$ cat src/rtl/shift_operand_pipe.sv
// Two-stage valid/ready pipeline that forms the ALU second operand N from RB, the immediate and the SAR.
// Optional macro SHIFT_OVF_FLAG_EN adds out_ovf, flagging 1 bits lost by a mode-100 left shift.
module shift_operand_pipe #(
   parameter int DW  = 32,
   parameter int IW  = 21,
   parameter int SAW = 5
) (
   input  logic           clk,
   input  logic           reset,
   input  logic           flush,
   input  logic           sar_we,
   input  logic [SAW-1:0] sar_d,
   input  logic           in_valid,
   output logic           in_ready,
   input  logic [DW-1:0]  RB,
   input  logic [IW-1:0]  I,
   input  logic [2:0]     S,
   output logic           out_valid,
   input  logic           out_ready,
   output logic [DW-1:0]  N,
   output logic [SAW-1:0] sar_q
`ifdef SHIFT_OVF_FLAG_EN
   ,
   output logic           out_ovf
`endif
);

   logic           sarValue_q;
   logic [SAW-1:0] sarReg_q;
   logic           s1Valid_q, s1Valid_d;
   logic           s2Valid_q, s2Valid_d;
   logic [DW-1:0]  s1Rb_q;
   logic [IW-1:0]  s1Imm_q;
   logic [2:0]     s1Mode_q;
   logic [SAW-1:0] s1Sh_q;
   logic [DW-1:0]  result_q, result_d;
   logic           s2Load, s1Load, accept;
   logic [5:0]     extLen;
   logic [DW-1:0]  extMask, rbShr, rbSra;

   assign s2Load    = !s2Valid_q || out_ready;
   assign s1Load    = !s1Valid_q || s2Load;
   assign accept    = in_valid && s1Load;
   assign in_ready  = s1Load;
   assign out_valid = s2Valid_q;
   assign N         = result_q;
   assign sar_q     = sarReg_q;
   assign sarValue_q = 1'b0;

   // flush overrides normal advance; an op presented in the same cycle is dropped
   always_comb begin
      s1Valid_d = s1Valid_q;
      s2Valid_d = s2Valid_q;
      if (s2Load) s2Valid_d = s1Valid_q;
      if (s1Load) s1Valid_d = in_valid;
      if (flush) begin
         s1Valid_d = 1'b0;
         s2Valid_d = 1'b0;
      end
   end

   // a field length of DW or more shifts the ones out entirely, leaving no mask
   always_comb begin
      extLen   = {1'b0, s1Imm_q[4:0]} + 6'd1;
      extMask  = ~({DW{1'b1}} << extLen);
      rbShr    = s1Rb_q >> s1Sh_q;
      rbSra    = $unsigned($signed(s1Rb_q) >>> s1Sh_q);
      result_d = s1Rb_q;
      case (s1Mode_q)
         3'b000: result_d = s1Rb_q;
         3'b001: result_d = DW'(s1Imm_q) << (DW - IW);
         3'b010: result_d = {{(DW-14){s1Imm_q[13]}}, s1Imm_q[13:0]};
         3'b011: result_d = {{(DW-5){s1Imm_q[4]}}, s1Imm_q[4:0]};
         3'b100: result_d = s1Rb_q << s1Sh_q;
         3'b101: result_d = rbShr;
         3'b110: result_d = rbSra;
         default: result_d = rbShr & extMask;
      endcase
   end

   always_ff @(posedge clk or posedge reset) begin
      if (reset) begin
         sarReg_q  <= '0;
         s1Valid_q <= 1'b0;
         s2Valid_q <= 1'b0;
         s1Rb_q    <= '0;
         s1Imm_q   <= '0;
         s1Mode_q  <= '0;
         s1Sh_q    <= '0;
         result_q  <= '0;
      end else begin
         s1Valid_q <= s1Valid_d;
         s2Valid_q <= s2Valid_d;
         if (sar_we) sarReg_q <= sar_d;
         // snapshot the pre-write SAR so a same-cycle sar_we only affects later ops
         if (accept) begin
            s1Rb_q   <= RB;
            s1Imm_q  <= I;
            s1Mode_q <= S;
            s1Sh_q   <= sarReg_q;
         end
         if (s2Load && s1Valid_q) result_q <= result_d;
      end
   end

`ifdef SHIFT_OVF_FLAG_EN
   logic [2*DW-1:0] wideShl;
   logic            ovf_q, ovf_d;

   always_comb begin
      wideShl = {{DW{1'b0}}, s1Rb_q} << s1Sh_q;
      ovf_d   = (s1Mode_q == 3'b100) && (|wideShl[2*DW-1:DW]);
   end

   always_ff @(posedge clk or posedge reset) begin
      if (reset) ovf_q <= 1'b0;
      else if (s2Load && s1Valid_q) ovf_q <= ovf_d;
   end

   assign out_ovf = ovf_q;
`endif

endmodule

$ cat config.mk
export PLATFORM = sky130hd
export DESIGN_NAME = shift_operand_pipe
export DESIGN_NICKNAME = d
export VERILOG_FILES = /design/src/rtl/shift_operand_pipe.sv
export SDC_FILE = /design/constraint.sdc
export NUM_CORES = 1
export LEC_CHECK = 0
export ABC_AREA = 1
export CAP_MARGIN = 20
export CORE_AREA = 2 2 227 117
export CTS_CLUSTER_DIAMETER = 30
export DETAILED_ROUTE_END_ITERATION = 16
export DIE_AREA = 0 0 229 119
export PLACE_DENSITY = 0.62
export SYNTH_ARGS = -nofsm -noshare
export SYNTH_HDL_FRONTEND = slang
export SYNTH_SLANG_ARGS = --single-unit
$ cat constraint.sdc
create_clock -name clk -period 3.2 [get_ports clk]
set_input_delay 0.48 -clock clk [delete_from_list [all_inputs] [get_ports clk]]
set_output_delay 0.48 -clock clk [all_outputs]
set_load 0.05 [all_outputs]
==> results_dict.tcl <==
set metrics [dict create \
    cp-start-kind "register" \
    fmax_mhz 394.6 \
    hold_depth 2 \
    ys_top_cells_by_count "nand2_1, nand3_1, nor2_1, dfrtp_1, a21oi_1" \
    drv_cap 0 \
    grt_pass1_vias 9263 \
    cp.arrival_ps 2860 \
    period_needed_ps 2534 \
    yosysTopAreaCell "dfrtp_1" \
    synth_area_leaders "dfrtp_1, nand3_1, nand2_1" \
    final-hold-violation-count 0 \
    postRouteAntennaNets 0 \
    r2r_end "N[3]$_DFFE_PP0P_" \
    p_total_mw 5.945 \
    ys_ff_latch 100 \
    wl_per_cell_microns 23.21 \
    p_per_area_nw_per_um2 580.1 \
    crit_fanout 11 \
    tritoncts "yes" \
    io_pins 106 \
    synth_cell_type_count 36 \
    chipHeight_microns 119 \
    slew_violations 0 \
    cts_buffer_depth 2 \
    design.die.area_sq_um 27250 \
    clock_sinks 100 \
    post-cts-setup-buffers 0 \
    status "completed" \
    synth-edff-count 0 \
    wirelength_microns 41760 \
    grt_pass1_wl_microns 61290 \
    yosysSeqAreaShare_pct 29.38 \
    grt_usage_pct 30.87 \
    core_area_sq_um 25640 \
    start_util_pct 33.22 \
    cts_resized 0 \
    drive_gt1_share_pct 7.947 \
    setup_violations 0 \
    initialDrtViolationCount 1535 \
    numPortBuffers 105 \
    end_kind "register" \
    vias 10420 \
    path_class "reg2reg" \
    root_buffer "clkbuf_16" \
    syn_inst 1377 \
    synth_most_common_cell "nand2_1" \
    rrSetupSlack_ps 670 \
    numCtsBuffers 9 \
    rsz0062_at_grt "no" \
    gp_congestion 1.057 \
    drt-pass1-iter-count 6 \
    synth_top_area_share_pct 29.38 \
    antenna_found_initial 0 \
    ys.flop_type "dfrtp_1" \
    fin_setup_tns_ps 0 \
    yosys_warnings 0 \
    grt_overflow 0 \
    hold_buffers 0 \
    synthArstFlopShare_pct 100.0 \
    hold_path_class "reg2reg" \
    nFillCells 2883 \
    max-slew-margin-rel_pct 16.79 \
    htree_levels 3 \
    holdPathEnd "N[31]$_DFFE_PP0P_" \
    die_w_microns 229 \
    via_per_inst 5.789 \
    path_clk_slew_ps 70 \
    nets 1513 \
    irDropWorstVdd_v 0.0002500 \
    grt_max_degree 71 \
    fin_crit_sh_pct 79.19 \
    synth_nets 1448 \
    place_hpwl_microns 32910 \
    num_antenna_cells 0 \
    netlist_area_sq_um 8518 \
    clock_latency_ps 390 \
    fin_skew_ps 7.076 \
    rr_startpoint "s1Sh_q[3]$_DFFE_PP0P_" \
    syn_area_per_cell_sq_um 6.186 \
    rows 42 \
    syn_to_final_growth_pct 20.31 \
    worstMarginPinSlew_ps 1243 \
    drc 0 \
    min-delay-start "N[31]$_DFFE_PP0P_" \
    ff2ff_path_depth 8 \
    crit_required_ps 3520 \
    leakage_nw 4.734 \
]
metrics by stage:
| step | cell area (sq um) | setup WS, ps | std cells | hold WS [ps] | utilization, % |
|---|---|---|---|---|---|
| after detailed placement | 9926 | 744.8 | 1783 | 465.1 | 38.71 |
| after global routing | 10250 | 561.5 | 1799 | 512.5 | 39.96 |
| after floorplan | 8518 | 101.2 | 1377 | 479.8 | - |
| after CTS | 10250 | 743.7 | 1799 | 485.2 | 39.96 |
| after global placement | 9926 | 761.8 | 1783 | 465.3 | 38.71 |
| final | 10250 | 665.8 | 1799 | 479.0 | 39.96 |
worst max-delay path by stage:
stage / from / to / slack [ps] / depth (start not counted)
3_5_place_dp: out_ready / in_ready / 740 / 4
5_1_grt: s1Mode_q[1]$_DFFE_PP0P_ / N[15]$_DFFE_PP0P_ / 560 / 10
4_1_cts: out_ready / in_ready / 740 / 4
3_3_place_gp: out_ready / in_ready / 760 / 4
6_report: s1Sh_q[3]$_DFFE_PP0P_ / N[3]$_DFFE_PP0P_ / 670 / 8
2_1_floorplan: reset / N[0]$_DFFE_PP0P_ / 100 / 1
layer usage:
layer / GRT usage, % / vias up / part of all wire (%)
met5: 0 / - / 0
li1: - / 4766 / -
met4: 5.438 / 0 / 1.4
met1: 47.13 / 4931 / 47
met3: 13.63 / 53 / 14
met2: 38.92 / 665 / 37
layout by cell type (no fill, tap or decap), drive strengths merged:
master,n
a211oi,2
a21boi,1
a21oi,60
a221oi,1
a311oi,1
a31oi,1
and2,10
buf,30
bufinv,1
clkbuf,10
clkdlybuf4s50,105
clkinv,5
dfrtp,100
ha,4
inv,73
mux2,35
nand2,400
nand3,340
nand3b,6
nand4,20
nor2,148
nor3,13
nor4,2
o2111ai,2
o211ai,17
o21ai,51
o22ai,6
or2,3
flip-flops by register name (all words and copies together), names as in the netlist:
register / count
s1Mode_q: 3
N: 32
sar_q: 5
s1Rb_q: 32
s1Valid_q: 1
s1Imm_q: 21
out_valid: 1
s1Sh_q: 5
cell type report:
class | instances | area (sq um) | area share, %
multi-input cells | 1123 | 5378 | 52.47
flip-flops and latches | 100 | 2505 | 24.44
repair buffers | 135 | 1326 | 12.94
well taps | 352 | 440.4 | 4.297
inverters | 73 | 276.5 | 2.698
clock buffers | 10 | 239.0 | 2.332
clock inverters | 6 | 83.83 | 0.8180
cells by family (layout without fill, tap and decap cells):
logic type                 count (synthesis)  after routing  share of synthesized area (%)
muxes                                     35             35                          4.627
and+or+nand+nor                          942            942                          48.62
adders and majority gates                  4              4                         0.5876
buffers and inverters                    154            224                          7.579
AOI/OAI and AO/OA                        142            142                          9.210
DFF                                      100            100                          29.38
power by group:
group / leakage [nW] / internal [mW] / switching (mW) / total, mW
logic: 3.42 / 0.908 / 2.16 / 3.07
clock network: 0.158 / 0.643 / 0.568 / 1.21
registers: 1.15 / 1.46 / 0.204 / 1.66
worst max-delay path: stages, from the launching register on:
cell      delay [ps]
dfrtp_1          380
clkinv_1         330
nor2_1          1060
nand2_1          190
a21oi_1          250
nor2_1            80
nand2_1           60
nor2_1            40
nor2_1            70
Note: power is estimated with default switching activity, not from simulation.
==> variant, RTL diff (config.mk and constraints unchanged) <==
The option `SHIFT_OVF_FLAG_EN` is turned on by a define.
--- a/src/rtl/shift_operand_pipe.sv
+++ b/src/rtl/shift_operand_pipe.sv
@@ -1,5 +1,7 @@
 // Two-stage valid/ready pipeline that forms the ALU second operand N from RB, the immediate and the SAR.
 // Optional macro SHIFT_OVF_FLAG_EN adds out_ovf, flagging 1 bits lost by a mode-100 left shift.
+`define SHIFT_OVF_FLAG_EN
+
 module shift_operand_pipe #(
    parameter int DW  = 32,
    parameter int IW  = 21,
Behaviour (old outputs only; new: out_ovf): unchanged (Yosys induction, for registers that start in step).
==> variant against the unedited design <==
Non-clock buffer count rose by 14; clock skew rose by 0.0069 ns; wire length rose by 4.4%; final area rose by 2.5%; critical path depth rose by 1; count of clock-buffer cells in the layout fell by 1; setup slack got worse by 0.15 ns; power rose by 2.9%; sequential cell count rose by 1; area after synthesis rose by 2.3%; clock power fell by 5%; critical endpoint is now N[23]; largest cell class unchanged; highest routed layer unchanged.
==> variant: results (changes against the unedited design) <==
[synthesis]
synth-seq-area-share = 0.290  ; -0.00367
synth_cell_types = 48  ; +33%
synth_area_leaders = dfrtp_1 29%, nand2_1 20%, nand3_1 11%
synthTopCellsByCount = 473 x nand2_1, 189 x nand3_1, 133 x nor2_1, 101 x dfrtp_1, 80 x a21oi_1
syn_avg_cell_area_um2 = 6.25  ; +0.96%

[grt]
grt_pass1_vias = 9651  ; +4.2%
grtUsageMet2 = 0.402  ; +0.0125
grt_pass1_wl_um = 64100  ; +4.5%
grt_util_met1 = 0.509  ; +0.0381
grt_usage = 0.322  ; +0.0136
grtUsageMet3 = 0.124  ; -0.0127
antenna_found_initial = 2  ; +2

[setup_path]
critPathSlowestCell = dfrtp_1
max_stage_delay_ns = 0.49  ; -0.57 ns
cp_max_fo = 15  ; +4
rr_worst_depth = 9  ; +1

[pwr]
peakVddDrop_uv = 227  ; -9.1%
p_seq_mw = 1.72  ; +4%
clockPowerShare = 0.187  ; -0.017
power_leakage_nw = 4.88  ; +3.2%
pwr-share-seq = 0.282  ; +0.003

[cells_and_area]
n_fill_cell = 2844  ; -1.4%
final_layout_size_suffix_gt1_frac = 0.0860  ; +0.00651
multi_input_area_um2 = 5490  ; +2.0%

[place]
io_buffers = 106  ; +0.95%
place_congestion = 1.06  ; +0.23%
place_ws_ns = 0.637  ; -0.108 ns
placed_area_um2 = 10200  ; +2.7%

[sta]
finClkSkew_ns = 0.0139  ; +0.00686 ns
worst_slew_pin_slew_ns = 0.930  ; -0.313 ns

[detailed_routing]
firstDrtPassIters = 5  ; -1
wl_um = 43600  ; +4.4%
met1_length_um = 21000  ; +6.2%
wl_met2_um = 15500  ; +0.83%
vias = 10500  ; +0.40%
drt-initial-drc-count = 1503  ; -2.1%
wl_met3_um = 6520  ; +8.3%
via_per_inst = 5.71  ; -1.4%

[clock_network]
post_cts_buffers = 0  ; unchanged

[run_status]
status = finished clean

[variant: layout make-up]
type                    instances  share of cell area
multi-input cells            1135               0.522
diodes                          2            0.000476
clock inverters                 7             0.00774
flip-flops and latches        101               0.241
clock buffers                   9              0.0214
well taps                     352              0.0419
inverters                      76              0.0281
repair buffers                149               0.138
[variant: cells by family (layout without fill, tap and decap cells)]
group,count (synthesis),in the layout,share of synthesized area
fa+ha+maj,4,4,0.00574
xor+xnor,1,1,0.00187
mux,37,37,0.0474
flops,101,101,0.290
compound gates,237,237,0.159
buf+inv,159,241,0.0811
other cells,0,2,0
simple gates,856,856,0.415
[variant: path summary, 6_finish.rpt]
path / startpoint / endpoint / slack [ns]
worst max-delay path: s1Mode_q[1] / N[23] / 0.51
worst min-delay path: out_ovf / out_ovf / 0.49
worst max register to register: s1Mode_q[1] / N[23] / 0.51
worst min register to register: out_ovf / out_ovf / 0.49
max in group asynchronous: reset / N[3] / 1.87
min in group asynchronous: reset / s1Rb_q[20] / 0.60
